File: config.mk
export PLATFORM = sky130hd
export DESIGN_NAME = noc_input_fifo_flat
export DESIGN_NICKNAME = d
export VERILOG_FILES = /design/src/rtl/noc_pkg.sv /design/src/rtl/noc_input_fifo_if.sv /design/src/rtl/noc_fifo_mem.sv /design/src/rtl/noc_input_fifo.sv /design/src/flat_wrapper.sv
export SDC_FILE = /design/constraint.sdc
export NUM_CORES = 1
export LEC_CHECK = 0
export BUFFER_PORTS_ARGS = -buffer_cell sky130_fd_sc_hd__buf_2
export CAP_MARGIN = 20
export CORE_MARGIN = 1.5
export CORE_UTILIZATION = 50
export CTS_BUF_LIST = sky130_fd_sc_hd__clkbuf_16
export DETAILED_ROUTE_END_ITERATION = 12
export HOLD_SLACK_MARGIN = 0.15
export PLACE_DENSITY = 0.74
export SYNTH_ARGS = -nofsm -noshare
export SYNTH_HDL_FRONTEND = slang
export SYNTH_SLANG_ARGS = --single-unit
File: constraint.sdc
create_clock -name clk -period 2.9 [get_ports clk]
set_input_delay 0.435 -clock clk [delete_from_list [all_inputs] [get_ports clk]]
set_output_delay 0.435 -clock clk [all_outputs]
set_load 0.02 [all_outputs]
File: src/rtl/noc_pkg.sv
// noc_pkg: shared NoC flit width, FIFO depth default, port indices and grant helper
package noc_pkg;
    localparam int FLIT_WIDTH = 32;
    localparam int DEFAULT_FIFO_DEPTH = 4;
    localparam int NUM_PORTS = 5;
    typedef enum logic [2:0] {PORT_N, PORT_E, PORT_W, PORT_S, PORT_L} port_e;
    typedef logic [FLIT_WIDTH-1:0] flit_t;
    // true when more than one bit of the grant vector is set
    function automatic logic multi_grant(input logic [NUM_PORTS-1:0] g);
        return (g & (g - NUM_PORTS'(1))) != '0;
    endfunction
endpackage

File: src/rtl/noc_input_fifo_if.sv
// noc_input_fifo_if: RTS/DCTS receive link plus head-flit/grant side of one router input channel
interface noc_input_fifo_if
    import noc_pkg::*;
#(
    parameter int DATA_WIDTH = FLIT_WIDTH
);
    logic [DATA_WIDTH-1:0] rx;
    logic drts;
    logic cts;
    logic grant_n;
    logic grant_e;
    logic grant_w;
    logic grant_s;
    logic grant_l;
    logic [DATA_WIDTH-1:0] data_out;
    logic empty;
    logic full;
    logic grant_err;
    modport master (
        output rx, drts, grant_n, grant_e, grant_w, grant_s, grant_l,
        input cts, data_out, empty, full, grant_err
    );
    modport slave (
        input rx, drts, grant_n, grant_e, grant_w, grant_s, grant_l,
        output cts, data_out, empty, full, grant_err
    );
endinterface

File: src/rtl/noc_fifo_mem.sv
// noc_fifo_mem: DEPTH x DATA_WIDTH register file, one write port, one asynchronous read port
module noc_fifo_mem
    import noc_pkg::*;
#(
    parameter int DATA_WIDTH = FLIT_WIDTH,
    parameter int DEPTH = DEFAULT_FIFO_DEPTH,
    localparam int AW = $clog2(DEPTH)
) (
    input  logic                  clk,
    input  logic                  we_i,
    input  logic [AW-1:0]         waddr_i,
    input  logic [DATA_WIDTH-1:0] wdata_i,
    input  logic [AW-1:0]         raddr_i,
    output logic [DATA_WIDTH-1:0] rdata_o
);
    logic [DATA_WIDTH-1:0] mem_q [DEPTH];
    always_ff @(posedge clk) begin
        if (we_i) mem_q[waddr_i] <= wdata_i;
    end
    assign rdata_o = mem_q[raddr_i];
endmodule

File: src/rtl/noc_input_fifo.sv
// noc_input_fifo: accepts RTS flits with a one-cycle CTS per flit and buffers them FWFT for the output arbiters
module noc_input_fifo
    import noc_pkg::*;
#(
    parameter int DATA_WIDTH = FLIT_WIDTH,
    parameter int DEPTH = DEFAULT_FIFO_DEPTH
) (
    input logic clk,
    input logic rst,
    noc_input_fifo_if.slave link
);
    localparam int AW = $clog2(DEPTH);
    localparam logic [AW:0] FULL_CNT = (AW+1)'(DEPTH);
    logic [AW-1:0] rd_ptr_q, rd_ptr_d, wr_ptr_q, wr_ptr_d;
    logic [AW:0] count_q, count_d;
    logic cts_q, grant_err_q;
    logic [NUM_PORTS-1:0] grants;
    logic write_en, pop, empty, full;
    assign grants[PORT_N] = link.grant_n;
    assign grants[PORT_E] = link.grant_e;
    assign grants[PORT_W] = link.grant_w;
    assign grants[PORT_S] = link.grant_s;
    assign grants[PORT_L] = link.grant_l;
    assign empty = count_q == '0;
    assign full = count_q == FULL_CNT;
    // registered cts gates the write so a held RTS is only taken once per handshake
    assign write_en = link.drts & ~cts_q & ~full;
    assign pop = (|grants) & ~empty;
    always_comb begin
        wr_ptr_d = write_en ? wr_ptr_q + AW'(1) : wr_ptr_q;
        rd_ptr_d = pop ? rd_ptr_q + AW'(1) : rd_ptr_q;
        count_d = count_q + (AW+1)'(write_en) - (AW+1)'(pop);
    end
    always_ff @(posedge clk) begin
        if (rst) begin
            rd_ptr_q <= '0;
            wr_ptr_q <= '0;
            count_q <= '0;
            cts_q <= 1'b0;
            grant_err_q <= 1'b0;
        end else begin
            rd_ptr_q <= rd_ptr_d;
            wr_ptr_q <= wr_ptr_d;
            count_q <= count_d;
            cts_q <= write_en;
            grant_err_q <= multi_grant(grants);
        end
    end
    noc_fifo_mem #(.DATA_WIDTH(DATA_WIDTH), .DEPTH(DEPTH)) u_mem (
        .clk(clk),
        .we_i(write_en),
        .waddr_i(wr_ptr_q),
        .wdata_i(link.rx),
        .raddr_i(rd_ptr_q),
        .rdata_o(link.data_out)
    );
    assign link.cts = cts_q;
    assign link.empty = empty;
    assign link.full = full;
    assign link.grant_err = grant_err_q;
endmodule

File: src/flat_wrapper.sv
// flat-port wrapper written by rule: the top's interface ports become plain ports
module noc_input_fifo_flat import noc_pkg::*;
#(
    parameter int DATA_WIDTH = FLIT_WIDTH,
    parameter int DEPTH = DEFAULT_FIFO_DEPTH
)
  (clk, rst, link_rx, link_drts, link_grant_n, link_grant_e, link_grant_w, link_grant_s, link_grant_l, link_cts, link_data_out, link_empty, link_full, link_grant_err);
  noc_input_fifo_if #(.DATA_WIDTH(DATA_WIDTH)) link_i ();
  input logic clk;
  input logic rst;
  input wire logic [$bits(link_i.rx)-1:0] link_rx;
  input wire logic [$bits(link_i.drts)-1:0] link_drts;
  input wire logic [$bits(link_i.grant_n)-1:0] link_grant_n;
  input wire logic [$bits(link_i.grant_e)-1:0] link_grant_e;
  input wire logic [$bits(link_i.grant_w)-1:0] link_grant_w;
  input wire logic [$bits(link_i.grant_s)-1:0] link_grant_s;
  input wire logic [$bits(link_i.grant_l)-1:0] link_grant_l;
  output wire logic [$bits(link_i.cts)-1:0] link_cts;
  output wire logic [$bits(link_i.data_out)-1:0] link_data_out;
  output wire logic [$bits(link_i.empty)-1:0] link_empty;
  output wire logic [$bits(link_i.full)-1:0] link_full;
  output wire logic [$bits(link_i.grant_err)-1:0] link_grant_err;
  assign link_i.rx = link_rx;
  assign link_i.drts = link_drts;
  assign link_i.grant_n = link_grant_n;
  assign link_i.grant_e = link_grant_e;
  assign link_i.grant_w = link_grant_w;
  assign link_i.grant_s = link_grant_s;
  assign link_i.grant_l = link_grant_l;
  assign link_cts = link_i.cts;
  assign link_data_out = link_i.data_out;
  assign link_empty = link_i.empty;
  assign link_full = link_i.full;
  assign link_grant_err = link_i.grant_err;
  noc_input_fifo #(.DATA_WIDTH(DATA_WIDTH), .DEPTH(DEPTH)) u_core (.clk(clk), .rst(rst), .link(link_i));
endmodule
==> impl_metrics.ini, run 1 <==
[timing]
slew_violations = 0
tightest_slew_ps = 620
slew_headroom_pct = 58.7
fin_tns_setup_ps = 0
hold_violations = 0
post-route-period-util_pct = 80.4
fmax_ghz = 0.429
rsz0062_at_grt = false
fin_crit_ps = 2330
worst_slack_ps = 567
fin_hold_ws_ps = 241
setup_violations = 0
fin_worst_skew_ps = 3.20

[critical_path]
r2r_cells = 10
worstPathMaxFanout = 27
cp_data_arrival_time_ps = 1900
slowest_stage = mux4_1
worstSetupStartpointType = flop
required_ps = 2470
crit_chain = buf_12 -> mux4_1 -> buf_2
critPathMaxStageDelay_ps = 590
end_kind = primary output
crit_type = flop to primary output

[logic_synthesis]
synth_top_family_by_area = multiplexers
synth-compound-area-share_pct = 0.961
synthAdderAreaFrac_pct = 1.97
yosys.area.top_type = edfxtp_1
synth_area_per_cell_um2 = 23.1
syn_area_um2 = 5340
synthFlopType = edfxtp_1
syn_inst = 231
synthDistinctLibCells = 28
synth_common_cells = 128 x edfxtp_1, 20 x mux4_1, 12 x mux4_2
asyncSetResetFlopFracSynth_pct = 0
syn_nets = 278
muxShareOfSynthArea_pct = 15.5
ys_seq_area_share_pct = 76.1
synth_xor_area_share_pct = 0.164
yosysTopAreaCellShare_pct = 72.0
post-synth-top-count-cell = edfxtp_1
ys_ff_latch = 139
synth_area_leaders = edfxtp_1 72%, mux4_1 9.8%, mux4_2 5.1%, dfxtp_1 4.1%, ha_1 1.4%
synth-warning-count = 0
synthSimpleGateAreaFrac_pct = 3.05
synth_edf_count = 128

[route]
drc = 0
drt_iter0_markers = 149
top_layer_used = met4
vias = 2523
dr.pass1.iters = 4
via_per_inst = 5.32
dr_wl_met3_um = 378
dr_wl_met2_mm = 4.60
totalWireLength_mm = 8.93
ant_nets = 0
wl_met1_mm = 3.88
wl_per_cell_um = 18.8

[clocking]
clock-sinks = 139
cts_buffers = 17
ctsResizeCount = 0
clk_pin_slew_worst_paths_ps = 60
cts_tree = done
cts.path.max_buffers = 2
clock_latency_ps = 400
htree_num_levels = 4
cts_root_buffer = clkbuf_16
ctsHoldBuffers = 0
cts_setup_buffers = 0

[power_and_ir_drop]
p_int_mw = 4.66
seq_power_share_pct = 39.2
pwr-share-comb_pct = 25.6
switching_share_pct = 27.9
p_switching_mw = 1.80
pwr-share-clk_pct = 35.1
p_leak_nw = 2.34
ir_drop_v = 0.000506
powerDensity_nw_per_um2 = 989

[global_route]
overflow = 0
grt_pass1_wl_mm = 14.1
grt_start_max_net_pins = 28
grt_use_total_pct = 17.2
grt_pass1_vias = 2692
antenna_found_initial = 0

[floorplanning]
rows = 37
start_util_pct = 51.7
fp.dieH_um = 106
core_area_um2 = 10300
die-area_um2 = 11300
die_w_um = 106
ioPinCount = 76

[layout]
antenna_cells = 0
register_area_um2 = 4070
fillCellCount = 713
areaGrowthSynthToFinish_pct = 22.5
fin_nets = 373
multiInputGateArea_um2 = 1160
drive_gt1_share_pct = 41.1

[hold_path]
whs_path_depth = 1
hp-class = input port to flop

[flow_run]
drv_cap = 0

[place]
port_buffers = 75
place_congestion = 0.715
dpl.hpwl_mm = 5.67
pre_cts_ws_ps = 411

[run_status]
outcome = completed
## sequential cells by signal, indices dropped and copies added, names as in the netlist, named ones only
register and flops:
u_core.link.cts 1, u_core.rd_ptr_q 2, u_core.wr_ptr_q 2, u_core.count_q 3
u_core.u_mem.mem_q 128, u_core.link.grant_err 1
## metal layers
| metal | vias to the layer above | track usage (%) |
|---|---|---|
| li1 | 1165 | - |
| met1 | 1284 | 21.9 |
| met2 | 67 | 28.5 |
| met3 | 7 | 4.78 |
| met4 | 0 | 6.37 |
| met5 | - | 0 |
## power by group through the flow
stage          clock network, mW  registers, mW  logic [mW]
2_1_floorplan                  0           2.51        1.26
3_3_place_gp                   0           2.57        1.67
3_5_place_dp                   0           2.58        1.69
4_1_cts                     2.31           2.54        1.69
5_1_grt                     2.39           2.56        1.79
6_report                    2.27           2.54        1.66
## metrics by stage
step	power [mW]	instance area (um2)	utilization, %	instances
final	6.47	6540	63.3	474
after global routing	6.74	6540	63.3	474
after CTS	6.55	6540	63.3	474
after detailed placement	4.27	5910	57.3	443
after global placement	4.24	5910	57.3	443
after floorplan	3.77	5340	-	231
## worst max-delay path: cells and delay by family (launching register included)
family	cells	cell delay, ps
muxes	1	590
buffers and inverters	2	460
DFF	1	440
## area by class of cell
type / count / share of cell area [%]
inverters: 8 / 0.650
clock inverters: 14 / 3.10
well taps: 136 / 2.60
repair buffers: 85 / 7.27
flip-flops and latches: 139 / 62.2
multi-input cells: 75 / 17.7
clock buffers: 17 / 6.50
## cells in the final DEF (no fill, tap or decap), types with 2 or more instances in the layout
cell / n
edfxtp_1: 128
mux2_1: 3
clkinvlp_4: 2
nor2_1: 6
bufinv_16: 5
inv_1: 7
clkinv_4: 2
mux4_1: 20
nor2b_1: 3
mux4_2: 12
and3_2: 4
o21ai_2: 2
nor4_1: 2
buf_4: 8
buf_12: 2
nand3_1: 2
ha_1: 6
a21oi_2: 3
dfxtp_1: 9
dfxtp_2: 2
nor3_1: 3
clkinv_1: 4
buf_2: 75
clkbuf_16: 17
## worst paths after layout
path | start | to | slack, ps
min reg2reg | u_core.wr_ptr_q[1]$_SDFFE_PP0P_ | u_core.wr_ptr_q[1]$_SDFFE_PP0P_ | 510
max reg2reg | u_core.count_q[1]$_SDFF_PP0_ | u_core.count_q[2]$_SDFF_PP0_ | 730
min | link_rx[10] | u_core.u_mem.mem_q[2][10]$_DFFE_PP_ | 240
max | flop | link_data_out[27] | 570
## kinds of logic (layout without fill, tap and decap cells)
logic type,Yosys count,after routing
AO/OA/AOI/OAI,6,6
adder cells (fa/ha/maj),8,8
buffers and inverters,17,124
XOR/XNOR,1,1
multiplexers,35,35
AND/OR/NAND/NOR,25,25
flip-flops,139,139
Power figures use the tool's default switching activity.
==> inputs of run 2 (changes only) <==
- PLACE_DENSITY: 0.74 -> 0.77
- clock period: 2.9 -> 2.02 ns (I/O delays scaled with it)
==> impl_metrics.ini, run 2 (synthesized netlist as in run 1, its figures left out) <==
[critical_path]
crit_type = flop to primary output
cp_data_arrival_time_ps = 1720
worstSetupStartpointType = flop
crit_chain = buf_12 -> mux4_1 -> buf_2
required_ps = 1720
r2r-start = u_core.count_q[2]$_SDFF_PP0_
end_kind = primary output
endpoint = link_data_out[3]
r2r_slack_ps = 40
r2r_end = u_core.count_q[2]$_SDFF_PP0_
r2r_cells = 10
critPathMaxStageDelay_ps = 560
slowest_stage = mux4_1
worstPathMaxFanout = 15

[route]
via_per_inst = 5.22
drt_iter0_markers = 166
totalWireLength_mm = 9.47
drc = 0
wl_per_cell_um = 18.4
dr.pass1.iters = 4
vias = 2681
ant_nets = 0

[global_route]
antenna_found_initial = 0
grt_use_met3_pct = 6.99
busiest_layer = met2
grt_pass1_vias = 2829
overflow = 0
grt_pass1_wl_mm = 14.4
grt_use_total_pct = 18.0
grt_start_max_net_pins = 33
grtUsageMet1_pct = 21.4
met2_usage_pct = 30.4

[clocking]
clk_pin_slew_worst_paths_ps = 60
clock_latency_ps = 410
cts_buffers = 17
cts.path.max_buffers = 2
htree_num_levels = 4
cts_tree = done
clock-sinks = 139
cts_root_buffer = clkbuf_16

[layout]
post-route-util_pct = 67.0
antenna_cells = 0
top_register = u_core.u_mem.mem_q
largest_reg_flops = 128
fin_nets = 412
layout_common_cells = 128 x edfxtp_1, 70 x buf_2, 32 x dlygate4sd3_1
layout_commonest_cell = edfxtp_1
areaGrowthSynthToFinish_pct = 29.5
drive_gt1_share_pct = 44.4
final_cells = 514
reg.largest.list = u_core.u_mem.mem_q x128, u_core.count_q x3

[timing]
fin_crit_ps = 2030
worst_slack_ps = -6.37
setup_violations = 1
fin_worst_skew_ps = 8.31
hold_violations = 0
rsz0062_at_grt = true
slew_headroom_pct = 44.1
tightest_slew_ps = 838
post-route-period-util_pct = 100
slew_violations = 0
fin_tns_setup_ps = -6.37
fmax_ghz = 0.493

[floorplanning]
core_area_um2 = 10300
die-area_um2 = 11300
rows = 37
ioPinCount = 76
fp.dieH_um = 106
die_w_um = 106
start_util_pct = 51.7

[power_and_ir_drop]
fin_total_pwr_mw = 9.69
ir_drop_v = 0.000779
powerDensity_nw_per_um2 = 1400
p_leak_nw = 2.48

[place]
place_congestion = 0.692
dpl.hpwl_mm = 5.52
pre_cts_ws_ps = -252
port_buffers = 75
placedCellCount = 448

[run_status]
violations = negative setup slack
outcome = finished, violations left

[flow_run]
drv_cap = 0

[hold_path]
hp-class = input port to flop
-- run 2: changes by cell type in the layout (fill, tap and decap cells not counted), moves of 2 or more --
cell | before | now
buf_2 | 75 | 70
buf_4 | 8 | 15
mux4_2 | 12 | 27
clkinv_2 | 1 | 3
dfxtp_1 | 9 | 6
mux4_1 | 20 | 5
dlygate4sd3_1 | 0 | 32
buf_6 | 0 | 5
dfxtp_2 | 2 | 4
-- run 2: power breakdown --
group          switching [mW]  internal (mW)
clock                    1.09           2.17
sequential              0.136           3.49
combinational            1.49           1.32
total                    2.72           6.97
-- run 2: metal layers --
| layer | vias up | wire [um] | share of wire [%] |
|---|---|---|---|
| li1 | 1230 | - | - |
| met5 | - | 0 | 0 |
| met4 | 0 | 39 | 0.41 |
| met3 | 4 | 437 | 4.6 |
| met2 | 72 | 4970 | 52 |
| met1 | 1375 | 4020 | 42 |
-- run 2: critical path: cells and delay by family (launching register included) --
kind	cells	cell delay, ps
buf+inv	2	350
flops	1	390
mux	1	560
-- run 2: what timing repair did --
| action | in CTS | in global routing |
|---|---|---|
| gates resized for setup | 7 | 24 |
| setup buffers | 2 | 0 |
| setup endpoints to repair | 29 | 25 |
| hold buffers | 32 | 0 |
| endpoints found under the hold margin | 128 | 0 |
| pin swaps | 1 | 1 |
-- run 2: cell type report --
class                      count  area (um2)
clock buffer                  17         425
clock inverter                15         205
fill                         710        3410
inverter                       8        42.5
multi-input combinational     75        1120
sequential                   139        4070
tap                          136         170
timing repair buffer         124         880
-- run 2: stage by stage --
step | area, um2 | hold WS (ps)
after global placement | 5960 | 490
after global routing | 6910 | 220
after floorplan | 5350 | 402
after detailed placement | 5960 | 518
final | 6910 | 226
after CTS | 6920 | 193
-- run 2: how the worst min path moves through the flow --
| stage | start | to | cells past startpoint |
|---|---|---|---|
| global placement | u_core.wr_ptr_q[0]$_SDFFE_PP0P_ | u_core.wr_ptr_q[0]$_SDFFE_PP0P_ | 2 |
| detailed placement | u_core.wr_ptr_q[1]$_SDFFE_PP0P_ | u_core.wr_ptr_q[1]$_SDFFE_PP0P_ | 2 |
| global route | rst | u_core.wr_ptr_q[1]$_SDFFE_PP0P_ | 2 |
| CTS | rst | u_core.wr_ptr_q[0]$_SDFFE_PP0P_ | 2 |
| finish | rst | u_core.wr_ptr_q[1]$_SDFFE_PP0P_ | 2 |
| floorplan | link_rx[0] | u_core.u_mem.mem_q[0][0]$_DFFE_PP_ | 0 |
==> inputs of run 3 (changes only) <==
- CORE_ASPECT_RATIO: not set -> 1.25
==> impl_metrics.ini, run 3 (synthesized netlist as in run 1, its figures left out) <==
[run_status]
outcome = finished, violations left
violations = negative setup slack

[power_and_ir_drop]
pwr-share-comb_pct = 33.1
fin_total_pwr_mw = 10.1
pwr-share-clk_pct = 30.9
p_leak_nw = 2.54
p_int_mw = 7.31
switching_share_pct = 27.8
powerDensity_nw_per_um2 = 1420
seq_power_share_pct = 36.0
p_switching_mw = 2.81
ir_drop_v = 0.000675

[floorplanning]
die_w_um = 95.4
rows = 42
start_util_pct = 50.8
core_area_um2 = 10500
fp.dieH_um = 119
die-area_um2 = 11300
ioPinCount = 76

[layout]
fillCellCount = 701
layout_commonest_cell = edfxtp_1
areaGrowthSynthToFinish_pct = 33.0
final_cells = 509
largest_reg_flops = 128
top_register = u_core.u_mem.mem_q
layout_common_cells = 128 x edfxtp_1, 44 x buf_2, 33 x buf_6
drive_gt1_share_pct = 45.6
fin_nets = 411
antenna_cells = 0
reg.largest.list = u_core.u_mem.mem_q x128, u_core.count_q x3

[clocking]
clock-sinks = 139
cts_buffers = 17
clk_pin_slew_worst_paths_ps = 50
cts.path.max_buffers = 2
cts_root_buffer = clkbuf_16
clock_latency_ps = 400
htree_num_levels = 4
cts_tree = done

[hold_path]
hold_start = rst
hp-class = input port to flop
whs_path_depth = 2
hold_end = u_core.wr_ptr_q[1]$_SDFFE_PP0P_

[route]
drt_iter0_markers = 141
via_per_inst = 5.19
wl_per_cell_um = 18.7
totalWireLength_mm = 9.52
drc = 0
ant_nets = 0
vias = 2643
dr.pass1.iters = 4

[timing]
slew_violations = 0
setup_violations = 6
fin_worst_skew_ps = 8.73
worst_slack_ps = -30.5
tightest_slew_ps = 860
rsz0062_at_grt = true
slew_headroom_pct = 42.7
post-route-period-util_pct = 102
fin_crit_ps = 2050
fmax_ghz = 0.488
hold_violations = 0

[critical_path]
worstSetupStartpointType = flop
cp_data_arrival_time_ps = 1750
crit_chain = buf_12 -> mux4_2 -> buf_6
r2r_slack_ps = 50
r2r_cells = 10
worstPathMaxFanout = 8
r2r_end = u_core.count_q[2]$_SDFF_PP0_
required_ps = 1720
crit_type = flop to primary output
end_kind = primary output
r2r-start = u_core.count_q[0]$_SDFF_PP0_
worst-path-buf-inv = 2
slowest_stage = mux4_2
crit_family = multiplexers
critPathMaxStageDelay_ps = 540

[place]
placedCellCount = 441
port_buffers = 75
place_congestion = 0.699
pre_cts_ws_ps = -201
dpl.hpwl_mm = 5.27

[global_route]
antenna_found_initial = 0
grt_pass1_wl_mm = 14.2
grt_use_total_pct = 17.8
grt_pass1_vias = 2785
grt_start_max_net_pins = 33
overflow = 0

[flow_run]
drv_cap = 0
## run 3: cell types whose count changed in the layout (fill, tap and decap cells not counted), sizes merged
cell	previous run	this run
buf	92	90
bufinv	5	4
clkbuf	17	18
inv	8	9
clkinv	9	10
clkinvlp	1	0
## run 3: final cells by class
type,count,area [um2],share of cell area [%]
clock buffer,17,425,5.99
clock inverter,15,183,2.57
inverter,8,42.5,0.599
multi-input combinational,75,1100,15.5
sequential,139,4070,57.3
tap,132,165,2.33
timing repair buffer,123,1120,15.7
## run 3: layer usage
metal	up-vias	part of all wire, %	GRT usage (%)
met2	75	53	29.8
met1	1328	41	21.1
met4	0	2.2	7.63
met3	20	3.9	5.28
li1	1220	-	-
met5	-	0	0
## run 3: timing repair
action | CTS | global route
gates resized for setup | 30 | 61
buffers inserted | 2 | 0
setup endpoints to repair | 28 | 31
endpoints found under the hold margin | 128 | 0
cloned | 1 | 1
hold buffers | 32 | 0
pin swaps | 0 | 1
## run 3: worst max-delay path by stage
stage / start / endpoint / slack, ps / cells past startpoint
after floorplan: u_core.count_q[2]$_SDFF_PP0_ / u_core.count_q[2]$_SDFF_PP0_ / -40 / 10
after detailed placement: link_grant_l / u_core.count_q[2]$_SDFF_PP0_ / -200 / 11
after CTS: flop / link_data_out[6] / -60 / 3
after global routing: flop / link_data_out[16] / -80 / 3
after global placement: link_grant_l / u_core.count_q[2]$_SDFF_PP0_ / -140 / 11
final: flop / link_data_out[16] / -30 / 3
## run 3: stage by stage
stage / TNS, ps / area, um2 / hold slack (ps) / util, %
2_1_floorplan: -36.5 / 5350 / 402 / -
3_3_place_gp: -142 / 5970 / 486 / 56.8
3_5_place_dp: -201 / 5970 / 512 / 56.8
4_1_cts: -342 / 6940 / 203 / 66.1
5_1_grt: -1310 / 7100 / 238 / 67.6
6_report: -53.2 / 7100 / 227 / 67.6
## run 3: power groups by stage
stage | clock network, mW | registers, mW | logic (mW)
floorplan | 0 | 3.62 | 1.82
global placement | 0 | 3.65 | 2.56
detailed placement | 0 | 3.67 | 2.58
CTS | 3.18 | 3.63 | 2.92
global route | 3.29 | 3.67 | 3.57
finish | 3.13 | 3.64 | 3.35
